<file path="src/rtl/alu_issue_stage.sv">
// -----------------------------------------------------------------------------
// alu_issue_stage
//
// Two-entry skid buffer sitting between the instruction source and the ALU
// decoder/datapath. Entries are {op, a, b}. The main register always drives
// out_*; the skid register absorbs one extra entry so that in_ready can be a
// pure register output (no combinational path from out_ready to in_ready).
//
// Ports
//   clk        rising-edge clock, sole clock domain
//   rst_n      synchronous active-low reset
//   flush      synchronous discard of all buffered entries
//   in_valid   upstream entry present
//   in_ready   stage can accept an entry this cycle (registered)
//   in_op      3-bit ALU opcode, passed through unmodified
//   in_a/in_b  WIDTH-bit operands
//   out_valid  entry presented to the ALU
//   out_ready  downstream consumes the entry
//   out_op     opcode into the decoder
//   out_a/b    operands into the datapath
//   issue_cnt  16-bit saturating issued-entry count (only with the macro)
//
// Build option
//   ALU_ISSUE_CNT_EN  when defined, adds the issue_cnt port and its counter.
// -----------------------------------------------------------------------------
module alu_issue_stage #(
    parameter int WIDTH = 8
) (
    input  logic             clk,
    input  logic             rst_n,
    input  logic             flush,
    input  logic             in_valid,
    output logic             in_ready,
    input  logic [2:0]       in_op,
    input  logic [WIDTH-1:0] in_a,
    input  logic [WIDTH-1:0] in_b,
`ifdef ALU_ISSUE_CNT_EN
    output logic [15:0]      issue_cnt,
`endif
    output logic             out_valid,
    input  logic             out_ready,
    output logic [2:0]       out_op,
    output logic [WIDTH-1:0] out_a,
    output logic [WIDTH-1:0] out_b
);

    // Occupancy states
    localparam logic [1:0] S_EMPTY = 2'd0;  // no entries
    localparam logic [1:0] S_ONE   = 2'd1;  // main full
    localparam logic [1:0] S_FULL  = 2'd2;  // main and skid full

    typedef struct packed {
        logic [2:0]       op;
        logic [WIDTH-1:0] a;
        logic [WIDTH-1:0] b;
    } entry_t;

    logic [1:0] state_q, state_d;
    entry_t     main_q,  main_d;
    entry_t     skid_q,  skid_d;
    logic       in_ready_q, in_ready_d;

    entry_t     in_ent;
    logic       accept;
    logic       pop;

    assign in_ent = '{op: in_op, a: in_a, b: in_b};

    // Both handshakes are qualified only by registered state, so nothing on
    // the output side depends combinationally on in_* or out_ready.
    assign out_valid = (state_q != S_EMPTY);
    assign in_ready  = in_ready_q;
    assign out_op    = main_q.op;
    assign out_a     = main_q.a;
    assign out_b     = main_q.b;

    assign accept = in_valid  & in_ready_q;
    assign pop    = out_valid & out_ready;

    always_comb begin
        state_d = state_q;
        main_d  = main_q;
        skid_d  = skid_q;

        if (flush) begin
            // Flush beats any concurrent accept or pop; data regs keep stale
            // contents, which are don't-care while out_valid is low.
            state_d = S_EMPTY;
        end else begin
            case (state_q)
                S_EMPTY: begin
                    if (accept) begin
                        main_d  = in_ent;
                        state_d = S_ONE;
                    end
                end
                S_ONE: begin
                    case ({accept, pop})
                        2'b10: begin
                            skid_d  = in_ent;
                            state_d = S_FULL;
                        end
                        2'b01: state_d = S_EMPTY;
                        2'b11: main_d = in_ent;  // replace popped head in place
                        default: ;
                    endcase
                end
                S_FULL: begin
                    // in_ready_q is low here, so accept cannot occur.
                    if (pop) begin
                        main_d  = skid_q;
                        state_d = S_ONE;
                    end
                end
                default: state_d = S_EMPTY;
            endcase
        end

        // Ready for next cycle is simply "not going to be full".
        in_ready_d = (state_d != S_FULL);
    end

    always_ff @(posedge clk) begin
        if (!rst_n) begin
            state_q    <= S_EMPTY;
            main_q     <= '0;
            skid_q     <= '0;
            in_ready_q <= 1'b0;
        end else begin
            state_q    <= state_d;
            main_q     <= main_d;
            skid_q     <= skid_d;
            in_ready_q <= in_ready_d;
        end
    end

`ifdef ALU_ISSUE_CNT_EN
    logic [15:0] cnt_q, cnt_d;

    // Counts real issues only: a pop cancelled by flush does not count,
    // but flush never clears the count.
    always_comb begin
        cnt_d = cnt_q;
        if (pop && !flush && (cnt_q != 16'hFFFF))
            cnt_d = cnt_q + 16'd1;
    end

    always_ff @(posedge clk) begin
        if (!rst_n) cnt_q <= '0;
        else        cnt_q <= cnt_d;
    end

    assign issue_cnt = cnt_q;
`endif

endmodule

</file>
<file path="config.mk">
export PLATFORM = sky130hd
export DESIGN_NAME = alu_issue_stage
export DESIGN_NICKNAME = d
export VERILOG_FILES = /design/src/rtl/alu_issue_stage.sv
export SDC_FILE = /design/constraint.sdc
export NUM_CORES = 1
export LEC_CHECK = 0
export ABC_AREA = 1
export CAP_MARGIN = 10
export CORE_UTILIZATION = 54
export CTS_CLUSTER_DIAMETER = 200
export DETAILED_ROUTE_END_ITERATION = 7
export DONT_BUFFER_PORTS = 1
export GPL_ROUTABILITY_DRIVEN = 0
export GPL_TIMING_DRIVEN = 1
export PLACE_DENSITY = 0.69
export SLEW_MARGIN = 10
export SYNTH_ARGS = -nofsm -noshare
export SYNTH_HDL_FRONTEND = slang
export SYNTH_SLANG_ARGS = --single-unit
</file>
<file path="constraint.sdc">
create_clock -name clk -period 3.3 [get_ports clk]
set_input_delay 0.495 -clock clk [delete_from_list [all_inputs] [get_ports clk]]
set_output_delay 0.495 -clock clk [all_outputs]
set_load 0.05 [all_outputs]
</file>
==> out/qor.txt <==
largest net degree at the start of global routing = 41
Cells after Synth = 290
fmax = 499 MHz
overall power = 0.000982 W
DR WL/cell = 10.9 µm
syn_area_per_cell = 6.40 µm²
Top cell by count, worst path = nand2_1
die height = 60.6 µm
Final Hold Fails = 0
Iter 0 DRT Violations = 123
cell accounting for the most synthesized area = dfxtp_1
Setup Fix Bufs, Post-CTS = 0
# setup viols final = 0
Clock Skews = 0.00850 ns
Die ar. = 3670 µm²
std cell rows = 20
Post-synth EDFFs = 0
Die X = 60.6 µm
Synth top area share = 0.442
final cell count without fillers = 330
Starting Density = 0.588
dominant synthesized flop cell = dfxtp_1
grt ovf = 0
ordered cell list for the critical path = nand2_1 -> inv_1 -> ha_1 -> inv_1 -> nand3_1 -> nand2_1 -> nor2_2 -> buf_4 -> nand2_1 -> nand2_1 -> nor2_1
Setup crit start kind = register
Max VDD drop = 0.236 mV
final setup TNS = 0 ns
RR Startpoint = in_ready
R2R cell count = 11
Max stage delay cell, worst path = dfxtp_1
# IOs = 45
crit-path max cell delay = 0.65 ns
CP max FO = 38
first-pass GRT wire length = 5620 µm
synth warn = 0
final wirelength = 3580 µm
core area = 3150 µm²
Least-Margin Pin Slew = 0.865 ns
P_leak = 0.916 nW
Area Overhead vs Synth = 4.45%
CTS Sinks = 41
drt via density = 4.65
# DRC = 0
worst skew pair latency = 0.34 ns
H-tree Lvls = 2
Post-DP Area = 1850 µm²
design area = 1940 µm²
Post-CTS Resized = 0
GR Util All Layers = 0.210
min-delay src = rst_n
vias = 1,535
Post-synth top cells = nand2_1 (85), nor2_1 (62), dfxtp_1 (41)
dpl hpwl = 2480 µm
Max clock buf depth = 2
Syn Std Cell Area = 1860 µm²
Yosys cell types = 18
crit path capture type = register
FF-to-FF setup slack = 1.30 ns
RSZ-0062 raised after global routing = false
end of the worst register-to-register path = out_a[6]
CTS buffer count = 5
Synthesized Nets = 316
Hold Path End = out_b[4]
Placed Cells = 322
initial antenna violation count = 0
drt pass-1 iters = 4
asr flop ratio synth = 0
port bufs = 0
max-slew violations = 0
ANT cells = 0
Arr. time, crit path = 2.24 ns
share of cells above drive strength 1 = 0.0420
ranking of synthesized cells by area = dfxtp_1 (44%), nand2_1 (17%), nor2_1 (13%)
period utilisation layout = 0.607
nets = 311
max-cap violations = 0
Rel. slew slack = 0.422
min-delay worst type = in2reg
Yosys reg bits = 41
Tmin final = 2.00 ns
post-cts hold buffer count = 0
run status = finished clean
Setup CP Type = reg2reg
Routed Antenna Nets = 0
filler cell count = 346
hold path cells = 2
clock slew at reported path FFs = 0.11 ns
top-count cell post-synth = nand2_1
TritonCTS clock tree = done
CTS root buffer = clkbuf_4
Util after Layout = 0.615
sequential fraction of the synthesis area = 0.442
vias in the first global route = 1,279
critical path data required time = 3.54 ns
P per Cell Area = 507 nW/µm²
-- report_power, final --
part / internal (W) / switching, W / total, W
registers: 0.000513 / 0.0000649 / 0.000578
logic: 0.0000279 / 0.0000434 / 0.0000713
clock network: 0.000181 / 0.000152 / 0.000333
total: 0.000722 / 0.000261 / 0.000982
-- placed cells by master (no fill, tap or decap), drive strengths merged --
cell type / netlist / routed
ha: 2 / 2
clkinv: 1 / 1
buf: 9 / 2
dfxtp: 41 / 41
bufinv: 0 / 1
clkbuf: 5 / 7
nand3: 2 / 2
a21oi: 11 / 11
nand2: 85 / 85
inv: 40 / 40
nor2: 63 / 63
o22ai: 1 / 1
a31oi: 1 / 1
o21ai: 29 / 29
-- cells by family after synthesis --
kind of cell,count (synthesis),synth area share
DFF,41,0.442
adders and majority gates,2,0.0135
AOI/OAI and AO/OA,42,0.115
and+or+nand+nor,150,0.306
buffers and inverters,55,0.123
-- area by class of cell --
class / instances / area, µm² / share of cell area
multi-input cells: 194 / 808 / 0.417
inverters: 41 / 154 / 0.0794
clock buffers: 7 / 55.1 / 0.0284
clock inverters: 1 / 30.0 / 0.0155
well taps: 44 / 55.1 / 0.0284
flip-flops and latches: 41 / 821 / 0.423
repair buffers: 2 / 15.0 / 0.00775
-- worst max-delay path, delay by kind of cell (launching register included) --
family	cells	cell delay (ns)
fa+ha+maj	1	0.17
buf+inv	3	0.50
flops	1	0.65
simple gates	7	0.57
-- through the flow --
| step | worst slack [ns] | hold WS [ns] |
|---|---|---|
| 6_report | 1.30 | 0.264 |
| 5_1_grt | 1.07 | 0.221 |
| 4_1_cts | 1.29 | 0.242 |
| 3_5_place_dp | 1.32 | 0.436 |
| 3_3_place_gp | 1.32 | 0.432 |
| 2_1_floorplan | 1.56 | 0.425 |
-- sequential cells by signal, summed over array words and instances (netlist names) --
name      flops
in_ready      1
out_op        3
out_a         8
state_q       2
skid_q       19
out_b         8
-- worst max-delay path by stage --
stage / startpoint / end / slack [ns] / depth (start not counted)
after global routing: in_ready / out_a[6] / 1.07 / 11
after global placement: in_ready / out_b[5] / 1.32 / 11
after CTS: in_ready / out_a[6] / 1.29 / 11
after floorplan: in_ready / out_a[7] / 1.56 / 12
after detailed placement: in_ready / out_a[6] / 1.32 / 11
final: in_ready / out_a[6] / 1.30 / 11
-- routing by layer --
| layer | vias up | wire length [µm] | GRT usage |
|---|---|---|---|
| li1 | 855 | - | - |
| met1 | 627 | 1880 | 0.310 |
| met2 | 49 | 1370 | 0.275 |
| met3 | 4 | 292 | 0.0853 |
| met4 | 0 | 33 | 0.0682 |
| met5 | - | 0 | 0 |
(Power assumes the default switching activity.)
